--- src/rtl/wm8731_cfg_seq.sv ---
// -----------------------------------------------------------------------------
// wm8731_cfg_seq
// Register-table sequencer for the WM8731 codec. It sits directly in front of
// the I2C write engine. The sequencer works through a fixed table of codec
// register writes, one write at a time. For each write it:
//   - presents {DEV_ADDR, table[cfg_index]},
//   - frames the engine's start level,
//   - waits for end-of-transfer and checks the acknowledge.
// It then advances to the next entry, retries the same entry, or stops. The
// result is reported to the audio control logic as done or error levels.
//
// Optional build macro: CFG_RETRY_EN
//   defined   - a NACK or timeout retries the same entry up to MAX_RETRY
//               extra times before giving up (FAIL).
//   undefined - any NACK or timeout goes straight to FAIL.
//
// Ports:
//   clock_i2c  in   transfer clock, shared with the write engine
//   reset_n    in   asynchronous active-low reset
//   go         in   restart request, honoured only in DONE or FAIL
//   tr_end     in   end-of-transfer level from the engine
//   ack        in   OR of the engine's ack samples (1 = NACK)
//   i2c_data   out  24-bit word for the engine, stable while start is high
//   start      out  engine enable (low holds the engine at cycle 0)
//   cfg_index  out  current table entry
//   cfg_done   out  all entries written successfully (level)
//   cfg_error  out  an entry failed; cfg_index holds that entry (level)
// -----------------------------------------------------------------------------
module wm8731_cfg_seq #(
   parameter logic [7:0] DEV_ADDR   = 8'h34,
   parameter int         NUM_REGS   = 10,
   parameter int         GAP_CYCLES = 4,
   parameter int         TIMEOUT    = 63,
   parameter int         MAX_RETRY  = 3
) (
   input  logic        clock_i2c,
   input  logic        reset_n,
   input  logic        go,
   input  logic        tr_end,
   input  logic        ack,
   output logic [23:0] i2c_data,
   output logic        start,
   output logic [3:0]  cfg_index,
   output logic        cfg_done,
   output logic        cfg_error
);

   // A gap shorter than 2 cycles may not let the engine drop tr_end.
   localparam int          GAP_EFF  = (GAP_CYCLES < 2) ? 2 : GAP_CYCLES;
   localparam logic [15:0] GAP_LAST = 16'(GAP_EFF - 1);
   localparam logic [5:0]  TO_LAST  = 6'(TIMEOUT - 1);
   localparam logic [4:0]  NUM_R5   = 5'(NUM_REGS);

   typedef enum logic [2:0] {
      ST_GAP   = 3'd0,
      ST_XFER  = 3'd1,
      ST_CHECK = 3'd2,
      ST_DONE  = 3'd3,
      ST_FAIL  = 3'd4
   } state_t;

   state_t      state_q;
   logic        start_q;
   logic [3:0]  idx_q;
   logic        done_q;
   logic        err_q;
   logic [23:0] data_q;
   logic [15:0] gap_cnt_q;
   logic [5:0]  tmo_cnt_q;
   logic        nack_q;     // latched NACK or timeout of the last attempt
   logic [4:0]  idx_inc_d;  // 5 bits so the compare with NUM_REGS cannot wrap
`ifdef CFG_RETRY_EN
   localparam logic [7:0] MAX_R8 = 8'(MAX_RETRY);
   logic [7:0]  retry_q;
`endif

   // Codec register table (WM8731 register/data pairs).
   function automatic logic [15:0] table_word(input logic [3:0] idx);
      case (idx)
         4'd0:    table_word = 16'h1E00;  // software reset
         4'd1:    table_word = 16'h0017;
         4'd2:    table_word = 16'h0217;
         4'd3:    table_word = 16'h0479;
         4'd4:    table_word = 16'h0679;
         4'd5:    table_word = 16'h0810;
         4'd6:    table_word = 16'h0A00;
         4'd7:    table_word = 16'h0C00;
         4'd8:    table_word = 16'h0E01;
         4'd9:    table_word = 16'h1201;
         default: table_word = 16'h0000;
      endcase
   endfunction

   always_comb begin
      idx_inc_d = {1'b0, idx_q} + 5'd1;
   end

   always_ff @(posedge clock_i2c or negedge reset_n) begin
      if (!reset_n) begin
         state_q   <= ST_GAP;
         start_q   <= 1'b0;
         idx_q     <= 4'd0;
         done_q    <= 1'b0;
         err_q     <= 1'b0;
         data_q    <= {DEV_ADDR, table_word(4'd0)};
         gap_cnt_q <= 16'd0;
         tmo_cnt_q <= 6'd0;
         nack_q    <= 1'b0;
`ifdef CFG_RETRY_EN
         retry_q   <= 8'd0;
`endif
      end else begin
         case (state_q)
            ST_GAP: begin
               start_q <= 1'b0;
               if (gap_cnt_q == GAP_LAST) begin
                  state_q   <= ST_XFER;
                  start_q   <= 1'b1;
                  tmo_cnt_q <= 6'd0;
               end else begin
                  gap_cnt_q <= gap_cnt_q + 16'd1;
               end
            end

            ST_XFER: begin
               if (tr_end) begin
                  state_q <= ST_CHECK;
                  start_q <= 1'b0;
                  nack_q  <= ack;  // ack is final once tr_end is seen
               end else if (tmo_cnt_q == TO_LAST) begin
                  state_q <= ST_CHECK;
                  start_q <= 1'b0;
                  nack_q  <= 1'b1;  // a silent engine counts as a NACK
               end else if (tmo_cnt_q != 6'h3F) begin
                  tmo_cnt_q <= tmo_cnt_q + 6'd1;
               end
            end

            ST_CHECK: begin
               gap_cnt_q <= 16'd0;
               if (!nack_q) begin
`ifdef CFG_RETRY_EN
                  retry_q <= 8'd0;
`endif
                  if (idx_inc_d == NUM_R5) begin
                     // Keep cfg_index on the last entry instead of running past the table.
                     state_q <= ST_DONE;
                     done_q  <= 1'b1;
                  end else begin
                     state_q <= ST_GAP;
                     idx_q   <= idx_inc_d[3:0];
                     data_q  <= {DEV_ADDR, table_word(idx_inc_d[3:0])};
                  end
               end else begin
`ifdef CFG_RETRY_EN
                  if (retry_q < MAX_R8) begin
                     // Resend the same entry; i2c_data is left untouched.
                     retry_q <= retry_q + 8'd1;
                     state_q <= ST_GAP;
                  end else begin
                     state_q <= ST_FAIL;
                     err_q   <= 1'b1;
                  end
`else
                  state_q <= ST_FAIL;
                  err_q   <= 1'b1;
`endif
               end
            end

            ST_DONE, ST_FAIL: begin
               start_q <= 1'b0;
               if (go) begin
                  state_q   <= ST_GAP;
                  done_q    <= 1'b0;
                  err_q     <= 1'b0;
                  idx_q     <= 4'd0;
                  data_q    <= {DEV_ADDR, table_word(4'd0)};
                  gap_cnt_q <= 16'd0;
`ifdef CFG_RETRY_EN
                  retry_q   <= 8'd0;
`endif
               end
            end

            default: begin
               state_q   <= ST_GAP;
               start_q   <= 1'b0;
               gap_cnt_q <= 16'd0;
            end
         endcase
      end
   end

   assign i2c_data  = data_q;
   assign start     = start_q;
   assign cfg_index = idx_q;
   assign cfg_done  = done_q;
   assign cfg_error = err_q;

endmodule

--- config.mk ---
export PLATFORM = sky130hd
export DESIGN_NAME = wm8731_cfg_seq
export DESIGN_NICKNAME = d
export VERILOG_FILES = /design/src/rtl/wm8731_cfg_seq.sv
export SDC_FILE = /design/constraint.sdc
export NUM_CORES = 1
export LEC_CHECK = 0
export CAP_MARGIN = 40
export CORE_MARGIN = 1.5
export CORE_UTILIZATION = 49
export DETAILED_ROUTE_END_ITERATION = 10
export GPL_ROUTABILITY_DRIVEN = 0
export PLACE_DENSITY = 0.76
export SLEW_MARGIN = 20
export SYNTH_ARGS = -nofsm -noshare
export SYNTH_HDL_FRONTEND = slang
export SYNTH_SLANG_ARGS = --single-unit
--- constraint.sdc ---
create_clock -name clock_i2c -period 2.2 [get_ports clock_i2c]
set_input_delay 0.22 -clock clock_i2c [delete_from_list [all_inputs] [get_ports clock_i2c]]
set_output_delay 0.22 -clock clock_i2c [all_outputs]
set_load 0.05 [all_outputs]
==> reports/metrics.cfg <==
[outcome]
status = finished, final reports clean

[yosys]
syn-instance-count = 251
ys_ff_latch = 41
ys.warnings.count = 0
synth_cell_types = 51
syn_avg_cell_area_um2 = 9.57
netlist_area_um2 = 2400
ys_seq_area_frac = 0.429

[drt]
via_count = 1818
drt_iter0_drc = 79
drt-wirelength-per-cell_um = 13.1
via_per_inst = 5.25
ant_nets = 0
drc_errors = 0
routed_wl_mm = 4.52
firstDrtPassIters = 4

[setup_path]
worstPathMaxFanout = 8
slowest_delay_ns = 0.47
r2r-start = cfg_index[0]
worstReg2RegEnd = cfg_index[0]
critical_path_required_ns = 2.43
critical_path.slowest_cell = dfrtp_2
crit_family = adder cells
worstSetupEndpointType = flip-flop
crit_type = flip-flop to flip-flop
rr_worst_depth = 6
cp.arrival_ns = 2.29
startpoint_type = flip-flop
r2r_slack_ns = 0.14
worst-path-buf-inv = 0
path_cells = ha_2, ha_1, a311oi_4, a21boi_2, nor2_1, mux2_2

[clocking]
cts_buffer_depth = 2
cts_setup_buffers = 0
cts_buffers = 5
clk-insertion-delay-late_ns = 0.30
cts-htree-levels = 2
cts.sinks = 41
cts_tree = built
root_buffer = clkbuf_8
clkTransAtPathRegs_ns = 0.08

[cells_and_area]
fin_nets = 291
area_growth_pct = 16.6
final_common_cell = dfrtp_1
mostFrequentLayoutCells = dfrtp_1, nor2_1, clkdlybuf4s50_1, nand3_1
antenna_cells = 0
drive_gt1_frac = 0.143

[run]
cap_viol_max_count = 0

[floorplan]
row_count = 25
core_area_um2 = 4720
die_x_um = 73
start_util = 0.508
dieHeight_um = 73
die-area_um2 = 5330
ioPinCount = 36

[sta]
min_period_ns = 2.06
whs_ns = 0.371
finalMaxSlewViolations = 0
slew_headroom = 0.595
finalHoldViolations = 0
setup-violations-final = 0
worst_slew_pin_slew_ns = 0.608
max_freq_ghz = 0.486
rsz0062_at_grt = false
post-route-period-util = 0.936
fin_skew_ns = 0.0123
fin_tns_setup_ns = 0

[pwr]
ir_drop_mv = 0.484
power_w = 0.00382
p_leak_nw = 1.23
comb_power_share = 0.509
power_density_nw_per_um2 = 1360
power_frac_seq = 0.330
p_sw_frac = 0.448
pwr-share-clk = 0.161
p_int_w = 0.00211
power.switching_w = 0.00171

[global_routing]
grt_antenna_before_repair = 0
grt_pass1_wl_mm = 7.70
gr-total-overflow = 0
track_usage = 0.187
grt_pass1_vias = 1752
grt_max_degree = 17

[hold_path]
hold_path.class = input port to asynchronous set/reset pin

[placed_design]
dpl.hpwl_mm = 3.41
io_buffers = 22

==> power groups by stage <==
stage	clock network (W)	logic, W	registers, W
global placement	0	0.00191	0.00126
detailed placement	0	0.00194	0.00128
global route	0.000682	0.00210	0.00130
floorplan	0	0.00110	0.00161
finish	0.000616	0.00194	0.00126
CTS	0.000644	0.00195	0.00126
==> through the flow <==
stage | instances | utilization | instance area (um^2) | setup slack, ns
floorplan | 262 | - | 2460 | 0.0396
global placement | 336 | 0.565 | 2670 | 0.130
detailed placement | 337 | 0.566 | 2670 | 0.101
CTS | 346 | 0.593 | 2800 | 0.131
global route | 346 | 0.593 | 2800 | 0.00563
finish | 346 | 0.593 | 2800 | 0.142
==> registers in the layout, indices dropped and copies added, names as in the netlist <==
name,count
nack_q,1
gap_cnt_q,16
i2c_data,8
tmo_cnt_q,6
cfg_done,1
cfg_index,4
cfg_error,1
start,1
state_q,3
==> repair_timing <==
action / in CTS / in global routing
hold buffers: 1 / 0
gates resized for setup: 0 / 0
endpoints found under the hold margin: 12 / 0
==> how the worst max path moves through the flow <==
stage                  from            to  slack, ns  cells after the start
2_1_floorplan  cfg_index[0]  cfg_index[1]       0.04                      7
4_1_cts        cfg_index[0]  cfg_index[0]       0.13                      6
3_3_place_gp             go  gap_cnt_q[6]       0.13                      6
6_report       cfg_index[0]  cfg_index[0]       0.14                      6
3_5_place_dp             go  gap_cnt_q[6]       0.10                      6
5_1_grt          state_q[0]  gap_cnt_q[6]      0.006                      6
==> cell families after synthesis <==
family / after synthesis / synth area share
other cells: 2 / 0.00313
fa+ha+maj: 8 / 0.0417
compound gates: 43 / 0.114
flops: 41 / 0.429
simple gates: 101 / 0.239
mux: 4 / 0.0177
xor+xnor: 21 / 0.0766
buf+inv: 31 / 0.0782
==> final cells by class <==
| cell class | count | area, um^2 |
|---|---|---|
| Timing Repair Buffer | 32 | 293 |
| Fill cell | 414 | 1920 |
| Inverter | 8 | 30.0 |
| Multi-Input combinational cell | 190 | 1240 |
| Clock inverter | 1 | 30.0 |
| Sequential cell | 41 | 1030 |
| Tap cell | 67 | 83.8 |
| Clock buffer | 7 | 86.3 |
==> cells in the mapped netlist, drive strengths merged <==
cell type  count  area [um^2]
o21bai         1         7.51
buf           21          150
o21ai         15         78.8
a21boi         2         18.8
o22ai          1         6.26
a211oi         1         7.51
inv            8         30.0
and3           2         12.5
ha             8          100
nand4          6         37.5
a21o           2         15.0
mux2i          2         20.0
and4           2         17.5
nor3b          4         45.1
nand3         16         80.1
xor2          15          131
nand2         15         56.3
nor3          10         55.1
nor4           5         58.8
o31ai          1         7.51
clkbuf         2         7.51
dfrtp         37          926
nor2          30          113
mux2           2         22.5
nor2b          3         18.8
o41ai          1         8.76
a21oi         11         58.8
nand2b         1         6.26
o2bb2ai        2         17.5
a31oi          2         12.5
a22o           1         8.76
nand3b         1         7.51
a32o           1         10.0
conb           2         7.51
xnor2          6         52.6
dfstp          4          105
or2            1         6.26
o211ai         1         7.51
a311oi         1         8.76
or3            2         12.5
nor4b          3         47.5
==> per-layer routing <==
layer	part of all wire	GRT usage
met5	0	0
met4	0.014	0.0776
met3	0.029	0.0497
met2	0.50	0.316
met1	0.45	0.226
(Power assumes the default switching activity.)
==> RTL edit (config.mk and constraints unchanged) <==
Build with the macro `CFG_RETRY_EN` defined.
--- a/src/rtl/wm8731_cfg_seq.sv
+++ b/src/rtl/wm8731_cfg_seq.sv
@@ -28,2 +28,4 @@
 // -----------------------------------------------------------------------------
+`define CFG_RETRY_EN
+
 module wm8731_cfg_seq #(
Function: changed (Yosys sat finds a counterexample within 10 cycles, from zero or initial values and one cycle with reset_n low).
==> RTL edit against the original RTL <==
- via count up 24%
- final area up 17%
- utilization down 0.90 points
- sequential power up 13%
- wire length up 28%
- worst hold slack worse by 0.14 ns
- setup slack better by 0.00062 ns
- sequential cell count up 8
- clock power down 16%
- power up 10%
- synthesized cell count up 18%
- die area up 19%
- area after synthesis up 20%
- critical path type unchanged
- largest power group unchanged
==> RTL edit: results (changes against the original RTL) <==
[critical_path]
setup.worst_path.end = gap_cnt_q[5]
slowest_stage = or4_4
setup.worst_path.start = state_q[1]
critPathTopFamily = simple AND/OR/NAND/NOR gates
ff2ff_path_depth = 5  ; -1

[cells_and_area]
nNonClkBuffers = 39  ; +22%
nNonClkInverters = 10  ; +2
nets = 339  ; +16%
multi_input_area_sq_mm = 0.00149  ; +19%
multi_input_cells = 220  ; +16%
clkCellAreaFrac_pct = 2.52  ; -1.6 points
buffer_area_share_pct = 10.5  ; +0.091 points
drive_gt1_share_pct = 13.5  ; -0.84 points

[power_and_ir_drop]
p_sw_mw = 1.94  ; +13%
vdd_ir_drop_max_uv = 1160  ; +140%
p_leak_nw = 1.50  ; +21%
seqPwrFrac_pct = 33.9  ; +0.9 points

[global_routing]
grt_pass1_vias = 2107  ; +20%
grt_usage_pct = 19.8  ; +1.1 points
grt_max_degree = 26  ; +9

[yosys]
synth_common_cells = dfrtp_1, nor2_1, buf_4
synth_compound_area_share_pct = 15.0  ; +3.6 points
yosysUniqueCellTypes = 58  ; +14%
synth_mux_area_share_pct = 6.03  ; +4.3 points
seq_area_frac_synth_pct = 42.7  ; -0.23 points

[timing]
whs_ns = 0.236  ; -0.135 ns
tightest_slew_ns = 0.697  ; +0.0896 ns
fmax_ghz = 0.486  ; about the same

[place]
dp_hpwl_mm = 4.33  ; +27%
preCtsSetupSlack_ns = -0.0156  ; -0.116 ns

[run_status]
status = finished clean

==> RTL edit: stage by stage <==
step	instances	instance area, sq um	utilization, %
2_1_floorplan	306	2930	-
3_3_place_gp	389	3180	56.7
3_5_place_dp	389	3180	56.7
4_1_cts	398	3270	58.4
5_1_grt	398	3270	58.4
6_report	398	3270	58.4
==> RTL edit: metal layers <==
| metal | GRT usage [%] | vias to the layer above | routed length (microns) |
|---|---|---|---|
| met5 | 0 | - | 0 |
| met4 | 5.96 | 0 | 53 |
| met3 | 3.66 | 6 | 206 |
| met2 | 31.3 | 49 | 2670 |
| met1 | 27.6 | 1079 | 2850 |
| li1 | - | 1116 | - |
==> RTL edit: cell families (layout without fill, tap and decap cells) <==
| kind of cell | count (synthesis) | in the layout |
|---|---|---|
| buf+inv | 37 | 57 |
| compound gates | 62 | 62 |
| fa+ha+maj | 9 | 9 |
| xor+xnor | 8 | 8 |
| flops | 49 | 49 |
| mux | 17 | 17 |
| other cells | 2 | 13 |
| simple gates | 111 | 111 |
